### src/rtl/csi_rx_phy_seq.sv
`default_nettype none
// ============================================================================
// csi_rx_phy_seq : CSI-2 RX D-PHY reset sequencer and byte-clock presence monitor
// Optional feature macro: CSI_PHY_FREQ_CHECK_EN (adds upper edge-count limit)
// Revision: 1.0
// ============================================================================
module csi_rx_phy_seq #(
  parameter int BUFR_RST_CYC = 16,
  parameter int SETTLE_CYC   = 64,
  parameter int WINDOW_CYC   = 1024,
  parameter int MIN_EDGES    = 32,
  parameter int MAX_EDGES    = 512,
  parameter int LOCK_WINDOWS = 4,
  parameter int CNT_W        = 16
) (
  input  logic             clock,
  input  logic             reset_n,
  input  logic             enable,
  input  logic             restart_req,
  input  logic             byte_tgl,
  output logic             phy_reset,
  output logic             serdes_reset,
  output logic             phy_ready,
  output logic             clk_lost,
  output logic [3:0]       retry_cnt,
  output logic [CNT_W-1:0] edge_count
);

  localparam int c_ph_max = (BUFR_RST_CYC > SETTLE_CYC) ? BUFR_RST_CYC : SETTLE_CYC;
  localparam int c_ph_w   = $clog2(c_ph_max + 1);
  localparam int c_win_w  = $clog2(WINDOW_CYC);
  localparam int c_gw_w   = $clog2(LOCK_WINDOWS + 1);

  localparam logic [c_ph_w-1:0]  c_bufr_last   = c_ph_w'(BUFR_RST_CYC - 1);
  localparam logic [c_ph_w-1:0]  c_settle_last = c_ph_w'(SETTLE_CYC - 1);
  localparam logic [c_win_w-1:0] c_win_last    = c_win_w'(WINDOW_CYC - 1);
  localparam logic [c_gw_w-1:0]  c_lock_last   = c_gw_w'(LOCK_WINDOWS - 1);
  localparam logic [CNT_W-1:0]   c_min_edges   = CNT_W'(MIN_EDGES);

  typedef enum logic [2:0] {
    ST_IDLE      = 3'd0,
    ST_BUFR_RST  = 3'd1,
    ST_SETTLE    = 3'd2,
    ST_LOCK_WAIT = 3'd3,
    ST_RUN       = 3'd4
  } state_t;

  state_t              r_state;
  state_t              w_state_nx;
  logic                r_tgl_s1;
  logic                r_tgl_s2;
  logic                r_tgl_hist;
  logic [c_ph_w-1:0]   r_phase;
  logic [c_win_w-1:0]  r_win;
  logic [CNT_W-1:0]    r_edges;
  logic [c_gw_w-1:0]   r_good;
  logic [CNT_W-1:0]    w_total;
  logic                w_edge;
  logic                w_active;
  logic                w_win_end;
  logic                w_good;
  logic                w_restart;
  logic                w_enter;
  logic                w_lost;

  // byte_tgl is asynchronous here; each transition yields exactly one edge pulse
  assign w_edge    = r_tgl_s2 ^ r_tgl_hist;
  assign w_active  = (r_state == ST_LOCK_WAIT) || (r_state == ST_RUN);
  assign w_win_end = w_active && (r_win == c_win_last);
  assign w_total   = (&r_edges) ? r_edges : (r_edges + CNT_W'(w_edge));

`ifdef CSI_PHY_FREQ_CHECK_EN
  localparam logic [CNT_W-1:0] c_max_edges = CNT_W'(MAX_EDGES);
  assign w_good = (w_total >= c_min_edges) && (w_total <= c_max_edges);
`else
  logic w_unused_max;
  assign w_unused_max = (MAX_EDGES != 0);
  assign w_good       = (w_total >= c_min_edges);
`endif

  assign w_restart = enable && restart_req && (r_state != ST_IDLE);
  assign w_enter   = (w_state_nx != r_state) || w_restart;

  always_comb begin
    w_state_nx = r_state;
    w_lost     = 1'b0;
    if (!enable) begin
      w_state_nx = ST_IDLE;
    end else if (w_restart) begin
      w_state_nx = ST_BUFR_RST;
    end else begin
      case (r_state)
        ST_IDLE: begin
          w_state_nx = ST_BUFR_RST;
        end
        ST_BUFR_RST: begin
          if (r_phase == c_bufr_last) w_state_nx = ST_SETTLE;
        end
        ST_SETTLE: begin
          if (r_phase == c_settle_last) w_state_nx = ST_LOCK_WAIT;
        end
        ST_LOCK_WAIT: begin
          if (w_win_end && w_good && (r_good == c_lock_last)) w_state_nx = ST_RUN;
        end
        ST_RUN: begin
          if (w_win_end && !w_good) begin
            w_state_nx = ST_BUFR_RST;
            w_lost     = 1'b1;
          end
        end
        default: begin
          w_state_nx = ST_IDLE;
        end
      endcase
    end
  end

  always_ff @(posedge clock or negedge reset_n) begin
    if (!reset_n) begin
      r_state    <= ST_IDLE;
      r_tgl_s1   <= 1'b0;
      r_tgl_s2   <= 1'b0;
      r_tgl_hist <= 1'b0;
      r_phase    <= '0;
      r_win      <= '0;
      r_edges    <= '0;
      r_good     <= '0;
      clk_lost   <= 1'b0;
      retry_cnt  <= 4'd0;
      edge_count <= '0;
    end else begin
      r_state    <= w_state_nx;
      r_tgl_s1   <= byte_tgl;
      r_tgl_s2   <= r_tgl_s1;
      r_tgl_hist <= r_tgl_s2;
      clk_lost   <= w_lost;

      if (w_enter) begin
        r_phase <= '0;
      end else if ((r_state == ST_BUFR_RST) || (r_state == ST_SETTLE)) begin
        r_phase <= r_phase + c_ph_w'(1);
      end else begin
        r_phase <= '0;
      end

      // Window and edge counters sit at zero outside LOCK_WAIT/RUN, so entry starts a fresh window
      if (!w_active || w_win_end) begin
        r_win   <= '0;
        r_edges <= '0;
      end else begin
        r_win   <= r_win + c_win_w'(1);
        r_edges <= w_total;
      end

      if (w_win_end) begin
        edge_count <= w_total;
      end

      if ((r_state != ST_LOCK_WAIT) || (w_state_nx != ST_LOCK_WAIT)) begin
        r_good <= '0;
      end else if (w_win_end) begin
        r_good <= w_good ? (r_good + c_gw_w'(1)) : '0;
      end

      if (w_lost && (retry_cnt != 4'hF)) begin
        retry_cnt <= retry_cnt + 4'd1;
      end
    end
  end

  assign phy_reset    = (r_state == ST_IDLE) || (r_state == ST_BUFR_RST);
  assign serdes_reset = phy_reset || (r_state == ST_SETTLE);
  assign phy_ready    = (r_state == ST_RUN);

endmodule
`default_nettype wire

### config.mk
export PLATFORM = sky130hd
export DESIGN_NAME = csi_rx_phy_seq
export DESIGN_NICKNAME = d
export VERILOG_FILES = /design/src/rtl/csi_rx_phy_seq.sv
export SDC_FILE = /design/constraint.sdc
export NUM_CORES = 1
export LEC_CHECK = 0
export CELL_PAD_IN_SITES_DETAIL_PLACEMENT = 1
export CELL_PAD_IN_SITES_GLOBAL_PLACEMENT = 1
export CORE_ASPECT_RATIO = 0.5
export CORE_MARGIN = 1.5
export CORE_UTILIZATION = 30
export CTS_BUF_LIST = sky130_fd_sc_hd__clkbuf_16
export DETAILED_ROUTE_END_ITERATION = 7
export GPL_TIMING_DRIVEN = 0
export MAX_ROUTING_LAYER = met4
export PLACE_DENSITY_LB_ADDON = 0.1
export SLEW_MARGIN = 20
export SYNTH_ARGS = -nofsm -noshare
export SYNTH_HDL_FRONTEND = slang
export SYNTH_SLANG_ARGS = --single-unit
### constraint.sdc
create_clock -name clock -period 3.5 [get_ports clock]
set_input_delay 0.525 -clock clock [delete_from_list [all_inputs] [get_ports clock]]
set_output_delay 0.525 -clock clock [all_outputs]
set_load 0.05 [all_outputs]
-- After elaboration in Yosys (flattened, before gate mapping)
Cells that the tools add are included.
- register bits after elaboration: 63
- bits of input ports: 5
- output and inout bits: 24
- word-level logic and storage cells: 69
- add/subtract/negate cells: 5
- magnitude comparators: 1
- equality and inequality tests: 12
- multiplexer cells: 19
- bitwise logic cells: 1
- reductions and logical operators: 20
- operator list (cell ; count):
    16-bit two-way mux ; 2
    3-bit two-way mux ; 9
    16-bit by 1-bit adder with 16-bit output ; 1
    16-bit by 6-bit >= comparator with 1-bit output, second input constant ; 1
    16-bit AND reduction ; 1
    3-bit one-hot mux with 5 select lines ; 1
    7-bit two-way mux ; 2
    10-bit by 1-bit adder with 10-bit output, second input constant ; 1
    10-bit == test, second input constant ; 1
    10-bit two-way mux ; 1
    3-bit by 2-bit == test with 1-bit output, second input constant ; 3
    7-bit by 1-bit adder with 7-bit output, second input constant ; 1
    7-bit by 4-bit == test with 1-bit output, second input constant ; 1
    7-bit by 6-bit == test with 1-bit output, second input constant ; 1
    1-bit logical AND ; 7
    1-bit logical OR ; 7
    3-bit by 2-bit inequality test with 1-bit output, second input constant ; 2
    4-bit by 1-bit adder with 4-bit output, second input constant ; 1
    1-bit two-way mux ; 4
    4-bit inequality test, second input constant ; 1
    3-bit by 1-bit adder with 3-bit output, second input constant ; 1
    3-bit by 1-bit == test with 1-bit output, second input constant ; 1
    3-bit == test, second input constant ; 1
    3-bit zero test ; 1
    other kinds (5) ; 6

-- Depth between registers and ports, before layout
Gate-level depths: netlist of the first run.
- depth in word-level cells: 13
- depth in mapped cells: 10
- gate-level depth less buffers: 10

-- Least setup slack after synthesis of the first run
OpenSTA, ideal clock, no wires.
- path type: register -> register
- from: reg r_tgl_hist
- to: reg retry_cnt[1]
- library setup time: 0.125 ns
- arrival: 2.473 ns
- data required time: 3.375 ns
- path slack: 0.902 ns
- cell stages (with the launch flop): 11
- path buffers: 1
- period minus slack after synthesis: 2.598 ns
- path through: dfrtp_1 xor2_1 ha_1 and4_1 buf_4 and2_2 o21a_4 o31a_1 nor4_4 nand3_2 mux2_4
- cells in the longest elaborated chain, start to end: 11
- ends and longest elaborated chain (what ; line ; RTL):
    from (decl) ; 52 ; logic r_tgl_hist;
    from (signal assigned) ; 135 ; r_tgl_hist <= r_tgl_s2;
    1-bit XOR ; 67 ; assign w_edge = r_tgl_s2 ^ r_tgl_hist;
    16-bit by 1-bit adder with 16-bit output ; 70 ; assign w_total = (&r_edges) ? r_edges : (r_edges + CNT_W'(w_edge));
    16-bit two-way mux ; 70 ;
    16-bit by 6-bit >= comparator with 1-bit output ; 78 ; assign w_good = (w_total >= c_min_edges);
    1-bit zero test ; 106 ; if (w_win_end && !w_good) begin
    1-bit logical AND ; 106 ;
    1-bit two-way mux ; 106 ;
    1-bit two-way mux ; 92 ; case (r_state)
    1-bit two-way mux ; 89 ; end else if (w_restart) begin
    1-bit two-way mux ; 87 ; if (!enable) begin
    1-bit logical AND ; 165 ; if (w_lost && (retry_cnt != 4'hF)) begin
    to (signal assigned) ; 166 ; retry_cnt <= retry_cnt + 4'd1;
    to (decl) ; 25 ; output logic [3:0] retry_cnt,
No other way between the ends.
A chain may end at the register's enable or synchronous reset.

-- Worst setup path after layout of the first run
- from: reg r_tgl_s2
- to: reg retry_cnt[1]
- cells in the longest elaborated chain, start to end: 11
- ends and longest elaborated chain (what ; line ; RTL):
    from (decl) ; 51 ; logic r_tgl_s2;
    from (signal assigned) ; 134 ; r_tgl_s2 <= r_tgl_s1;
    1-bit XOR ; 67 ;
    16-bit by 1-bit adder with 16-bit output ; 70 ;
    16-bit two-way mux ; 70 ;
    16-bit by 6-bit >= comparator with 1-bit output ; 78 ;
    1-bit zero test ; 106 ;
    1-bit logical AND ; 106 ;
    1-bit two-way mux ; 106 ;
    1-bit two-way mux ; 92 ;
    1-bit two-way mux ; 89 ;
    1-bit two-way mux ; 87 ;
    1-bit logical AND ; 165 ;
No other way between the ends.

==> results.json, run 1 <==
{
  "status": "completed",
  "max_slew_margin_pct": 42.6,
  "drt_iter0_drc": 97,
  "io_pins": 29,
  "r2r-end": "retry_cnt[1]",
  "yosys.area_share.simple_pct": 23.1,
  "synth.area.mux_share_pct": 1.50,
  "period_share_pct": 89.3,
  "cts_tree": "yes",
  "synth-xor-area-share_pct": 6.80,
  "drive_above_1_share_pct": 9.42,
  "vias": 2463,
  "detail_route.wl_per_cell_um": 14.9,
  "routabilityCongestion": 0.790,
  "worstSetupPathType": "flip-flop to flip-flop",
  "final_nets": 368,
  "rows": 25,
  "postCtsHoldBufs": 0,
  "synth.distinct_cells": 47,
  "fmax_mhz": 320,
  "grt_start_max_net_pins": 53,
  "ys_top_cells_by_count": "63 x dfrtp_1, 50 x nor2_1, 28 x nand2_1, 25 x o21ai_0, 19 x nand3_1",
  "critPathSlowestCell": "nor4_4",
  "fin_skew_ns": 0.0102,
  "drc": 0,
  "worst_path_most_repeated_cell": "ha_1",
  "cts_resized": 0,
  "synth_area_sq_mm": 0.00309,
  "die_w_um": 147,
  "die_height_um": 74.8,
  "cp-end-kind": "flip-flop",
  "start_util_pct": 31.8,
  "grt-ovfl-total": 0,
  "critPathBufInv": 0,
  "synth_top_family_by_area": "simple AND/OR/NAND/NOR gates",
  "routed_wl_um": 7400,
  "path_cells": "xor2_1 > ha_1 > ha_1 > nand3_1 > nor2_1 > o2111a_1 > o2111ai_1 > nor4_4 > nand3_2 > mux2_4",
  "path_delay_family": "simple AND/OR/NAND/NOR gates",
  "antenna_found_initial": 0,
  "yosysWarnings": 0,
  "drv_cap": 0,
  "worst_pin_slew_ns": 0.855,
  "syn_to_final_growth_pct": 25.2,
  "cpPeakStageDelay_ns": 0.60,
  "irDropWorstVdd_mv": 0.224,
  "reg2reg_depth": 10,
  "post_drt_via_cell_ratio": 4.97,
  "reg2reg_slack_ns": 0.38,
  "crit_fanout": 8,
  "clk_pin_slew_ns": 0.06,
  "cts_buffers": 9,
  "power_per_cell_area_mw_per_mm2": 437,
  "synthCells": 316,
  "core_area_sq_mm": 0.00973,
  "synthAdderAreaFrac_pct": 2.83,
  "report.final.hold_viol_count": 0,
  "synth_top_area_share_pct": 51.0,
  "post-place-ws_ns": 0.338,
  "grt_pass1_vias": 2593,
  "ys.flop_type": "dfrtp_1",
  "layout_min_cycle_time_ns": 3.12,
  "synth_area_leader_cell": "dfrtp_1",
  "final_antenna_net_count": 0,
  "grt_first_pass_wirelength_um": 12800,
  "async_flop_share_pct": 100,
  "port_buffers": 28,
  "synth_most_common_cell": "dfrtp_1",
  "setup_viol": 0,
  "clockBufferDepth": 2,
  "slew_violations": 0,
  "synth_compound_area_share_pct": 11.7,
  "finalSetupTns_ns": 0,
  "cellLeakagePower_nw": 1.64,
  "reg2reg_from": "r_tgl_s2",
  "grtUsageTotal_pct": 15.9,
  "rsz0062_at_grt": "no",
  "cp-start-kind": "flip-flop",
  "post_cts_buffers": 0,
  "clock_latency_ns": 0.33,
  "synth-seq-area-share_pct": 51.0,
  "die_area_sq_mm": 0.0110,
  "worst-endpoint-required_ns": 3.72,
  "synth_edf_count": 0,
  "fin_ws_ns": 0.376,
  "first_pass_iters": 4,
  "worstHoldPathType": "input pin to async pin",
  "avgSynthCellArea_sq_um": 9.78,
  "cts_root_buf": "clkbuf_16",
  "synth.net_count": 328,
  "ys_ff_latch": 63,
  "hold_slack_ns": 0.0359,
  "clkSinkCount": 63,
  "diodes": 0,
  "synthTopCellsByArea": "dfrtp_1 51%, nor2_1 6.1%, o21ai_0 4.0%",
  "arrival_ns": 3.34,
  "dp_hpwl_um": 5250,
  "cts_max_level": 3
}
power breakdown:
part / switching (W) / internal [W]
Sequential: 0.00000126 / 0.000732
Clock: 0.000314 / 0.000611
Combinational: 0.0000221 / 0.0000104
Total: 0.000337 / 0.00135
worst reg2reg max path, delay by kind of cell, from the launching register on:
family	cells	cell delay, ns
muxes	1	0.34
DFF	1	0.38
xor gates and xnor gates	1	0.15
adders and majority gates	2	0.46
AOI/OAI and AO/OA	2	0.41
and+or+nand+nor	4	1.29
registers in the layout, summed over array words and instances (netlist names):
register,flops
edge_count,16
r_edges,16
r_win,10
r_phase,7
retry_cnt,4
r_good,3
r_state,3
clk_lost,1
r_tgl_hist,1
r_tgl_s1,1
r_tgl_s2,1
cells in the final DEF, fill, tap and decap left out, types with 4 or more instances in the layout:
| cell | n |
|---|---|
| nand2_1 | 28 |
| dfrtp_1 | 63 |
| and3_1 | 10 |
| inv_1 | 9 |
| and2_1 | 4 |
| nand4_1 | 6 |
| and4_1 | 4 |
| clkdlybuf4s50_1 | 27 |
| xnor2_1 | 11 |
| a21oi_1 | 4 |
| clkbuf_1 | 8 |
| o21ai_0 | 25 |
| nand3_1 | 19 |
| a31oi_1 | 9 |
| nor2_1 | 50 |
| ha_1 | 7 |
| clkbuf_16 | 9 |
| buf_4 | 5 |
| nor3_1 | 5 |
| xor2_1 | 13 |
worst max-delay path by stage:
stage	start	to	slack [ns]	depth (start not counted)
2_1_floorplan	r_tgl_hist	retry_cnt[1]	0.90	10
3_3_place_gp	reset_n	r_edges[6]	-0.21	1
3_5_place_dp	r_tgl_s2	retry_cnt[1]	0.34	10
4_1_cts	r_tgl_s2	retry_cnt[1]	0.32	10
5_1_grt	r_tgl_s2	retry_cnt[1]	0.16	10
6_report	r_tgl_s2	retry_cnt[1]	0.38	10
layer usage:
| metal | track usage (%) | routed length [um] | up-vias |
|---|---|---|---|
| met4 | 6.73 | 117 | 0 |
| met5 | - | 0 | - |
| met2 | 26.1 | 3420 | 30 |
| met1 | 18.7 | 3610 | 1235 |
| li1 | - | - | 1189 |
| met3 | 4.67 | 246 | 9 |
metrics by stage:
stage,area (sq um),power (W),util [%],cells
finish,3870,0.00169,39.8,496
global route,3870,0.00176,39.8,496
CTS,3870,0.00172,39.8,496
detailed placement,3570,0.000781,36.7,480
global placement,3540,0.000775,36.4,479
floorplan,3090,0.000754,-,316
layout make-up:
class | instances | area (sq um)
flip-flops and latches | 63 | 1580
well taps | 135 | 169
clock inverters | 7 | 80.1
multi-input cells | 232 | 1420
plain buffers | 14 | 70.1
clock buffers | 9 | 225
inverters | 7 | 26.3
repair buffers | 29 | 305
fillers | 1124 | 5860
cells by family after synthesis:
| kind of cell | Yosys count |
|---|---|
| simple gates | 142 |
| buf+inv | 21 |
| flops | 63 |
| fa+ha+maj | 7 |
| compound gates | 55 |
| xor+xnor | 24 |
| mux | 4 |
(Power assumes the default switching activity.)
==> inputs of run 2 (changes only) <==
--- a/config.mk
+++ b/config.mk
@@ -9,7 +9,7 @@
 export CELL_PAD_IN_SITES_GLOBAL_PLACEMENT = 1
 export CORE_ASPECT_RATIO = 0.5
 export CORE_MARGIN = 1.5
-export CORE_UTILIZATION = 30
+export CORE_UTILIZATION = 35
 export CTS_BUF_LIST = sky130_fd_sc_hd__clkbuf_16
 export DETAILED_ROUTE_END_ITERATION = 7
 export GPL_TIMING_DRIVEN = 0
==> results.json, run 2 (synthesis results as in run 1) <==
{
  "status": "completed",
  "slew_violations": 0,
  "final_antenna_net_count": 0,
  "reg2reg_from": "r_tgl_s2",
  "path_delay_family": "simple AND/OR/NAND/NOR gates",
  "clockPowerShare_pct": 50.1,
  "cts_buffers": 9,
  "grtUsageTotal_pct": 18.5,
  "finalSetupTns_ns": 0,
  "layout_min_cycle_time_ns": 3.09,
  "clock_latency_ns": 0.33,
  "report.final.hold_viol_count": 0,
  "worstHoldPathType": "input pin to async pin",
  "switching_power_w": 0.000330,
  "io_pins": 29,
  "postCtsHoldBufs": 0,
  "cpPeakStageDelay_ns": 0.58,
  "grt-ovfl-total": 0,
  "routed_wl_um": 7390,
  "diodes": 0,
  "worst_path_most_repeated_cell": "ha_1",
  "cts_tree": "yes",
  "drv_cap": 0,
  "grt_pass1_vias": 2715,
  "fin_skew_ns": 0.00410,
  "final_nets": 368,
  "dp_hpwl_um": 5290,
  "drc": 0,
  "grt_start_max_net_pins": 47,
  "cellLeakagePower_nw": 1.61,
  "detail_route.wl_per_cell_um": 15.6,
  "arrival_ns": 3.30,
  "syn_to_final_growth_pct": 22.7,
  "max_slew_margin_pct": 37.8,
  "power_per_cell_area_mw_per_mm2": 405,
  "drt_iter0_drc": 125,
  "die_w_um": 136,
  "path_cells": "xor2_1 > ha_1 > ha_1 > nand3_1 > nor2_1 > o2111a_1 > o2111ai_1 > nor4_4 > nand3_2 > mux2_4",
  "rows": 23,
  "setup_viol": 0,
  "cts_root_buf": "clkbuf_16",
  "post_cts_buffers": 0,
  "p_int_w": 0.00121,
  "worst_pin_slew_ns": 0.926,
  "post_drt_via_cell_ratio": 5.23,
  "r2r-end": "retry_cnt[1]",
  "drive_above_1_share_pct": 8.86,
  "vias": 2474,
  "die_height_um": 69.5,
  "irDropWorstVdd_mv": 0.282,
  "period_share_pct": 88.3,
  "die_area_sq_mm": 0.00944,
  "fmax_mhz": 324,
  "swShare_pct": 21.5,
  "worst-endpoint-required_ns": 3.71,
  "first_pass_iters": 4,
  "routabilityCongestion": 0.834,
  "clkSinkCount": 63,
  "crit_fanout": 8,
  "cp-start-kind": "flip-flop",
  "critPathSlowestCell": "nor4_4",
  "pwr-share-comb_pct": 2.1,
  "clk_pin_slew_ns": 0.05,
  "cts_max_level": 3,
  "worstSetupPathType": "flip-flop to flip-flop",
  "rsz0062_at_grt": "no",
  "reg.largest.list": "edge_count: 16 flops, r_edges: 16 flops, r_win: 10 flops",
  "core_area_sq_mm": 0.00829,
  "num-fill-cells": 947,
  "port_buffers": 28,
  "cts_resized": 0,
  "cp-end-kind": "flip-flop",
  "reg2reg_slack_ns": 0.41,
  "clockBufferDepth": 2,
  "reg2reg_depth": 10,
  "hold_slack_ns": 0.0681,
  "grt_first_pass_wirelength_um": 13300,
  "finalPower_w": 0.00154,
  "final_common_cell": "dfrtp_1",
  "critPathBufInv": 0,
  "antenna_found_initial": 0,
  "start_util_pct": 37.3,
  "layout_common_cells": "63 x dfrtp_1, 50 x nor2_1, 28 x nand2_1, 27 x clkdlybuf4s50_1, 25 x o21ai_0",
  "seqPwrFrac_pct": 47.8
}
## run 2: cell count changes in the layout (fill, tap and decap cells not counted), sizes merged
| cell | before | now |
|---|---|---|
| bufinv | 2 | 0 |
| clkinvlp | 0 | 1 |
| clkinv | 3 | 6 |
| inv | 9 | 7 |
## run 2: layout make-up
cell class | count | area [sq um] | share of cell area, %
repair buffers | 29 | 305 | 8.05
clock buffers | 9 | 225 | 5.94
flip-flops and latches | 63 | 1580 | 41.6
plain buffers | 14 | 70.1 | 1.85
multi-input cells | 232 | 1420 | 37.4
clock inverters | 7 | 30.0 | 0.792
well taps | 112 | 140 | 3.70
inverters | 7 | 26.3 | 0.693
## run 2: power groups by stage
stage / clock network, W / registers (W) / logic [W]
global route: 0.000823 / 0.000733 / 0.0000376
global placement: 0 / 0.000746 / 0.0000290
finish: 0.000770 / 0.000734 / 0.0000325
floorplan: 0 / 0.000746 / 0.00000773
detailed placement: 0 / 0.000746 / 0.0000345
CTS: 0.000791 / 0.000733 / 0.0000345
## run 2: per-stage QoR
| stage | utilization (%) | worst slack (ns) | instances | instance area (sq um) |
|---|---|---|---|---|
| final | 45.8 | 0.409 | 473 | 3790 |
| after global routing | 45.8 | 0.158 | 473 | 3790 |
| after CTS | 45.8 | 0.386 | 473 | 3790 |
| after detailed placement | 42.7 | 0.390 | 457 | 3540 |
| after global placement | 42.4 | -0.176 | 456 | 3510 |
| after floorplan | - | 0.902 | 316 | 3090 |
## run 2: worst max path at each step
| stage | from | end | slack [ns] | cells past startpoint |
|---|---|---|---|---|
| global route | r_tgl_s2 | retry_cnt[1] | 0.16 | 10 |
| CTS | r_tgl_s2 | retry_cnt[1] | 0.39 | 10 |
| global placement | reset_n | retry_cnt[0] | -0.18 | 1 |
| detailed placement | r_tgl_s2 | retry_cnt[1] | 0.39 | 10 |
| floorplan | r_tgl_hist | retry_cnt[1] | 0.90 | 10 |
| finish | r_tgl_s2 | retry_cnt[1] | 0.41 | 10 |
## run 2: routing by layer
layer  up-vias  track usage, %  share of wire, %
li1       1184               -                 -
met1      1247            23.2                48
met2        31            29.4                47
met3        12            5.56               3.2
met4         0            4.37               1.2
met5         -               -                 0
## run 2: worst register-to-register path: cells and delay by family (launching register included)
| kind | cells | cell delay, ns |
|---|---|---|
| AOI/OAI and AO/OA | 2 | 0.38 |
| and+or+nand+nor | 4 | 1.21 |
| DFF | 1 | 0.39 |
| muxes | 1 | 0.33 |
| adders and majority gates | 2 | 0.50 |
| xor gates and xnor gates | 1 | 0.17 |
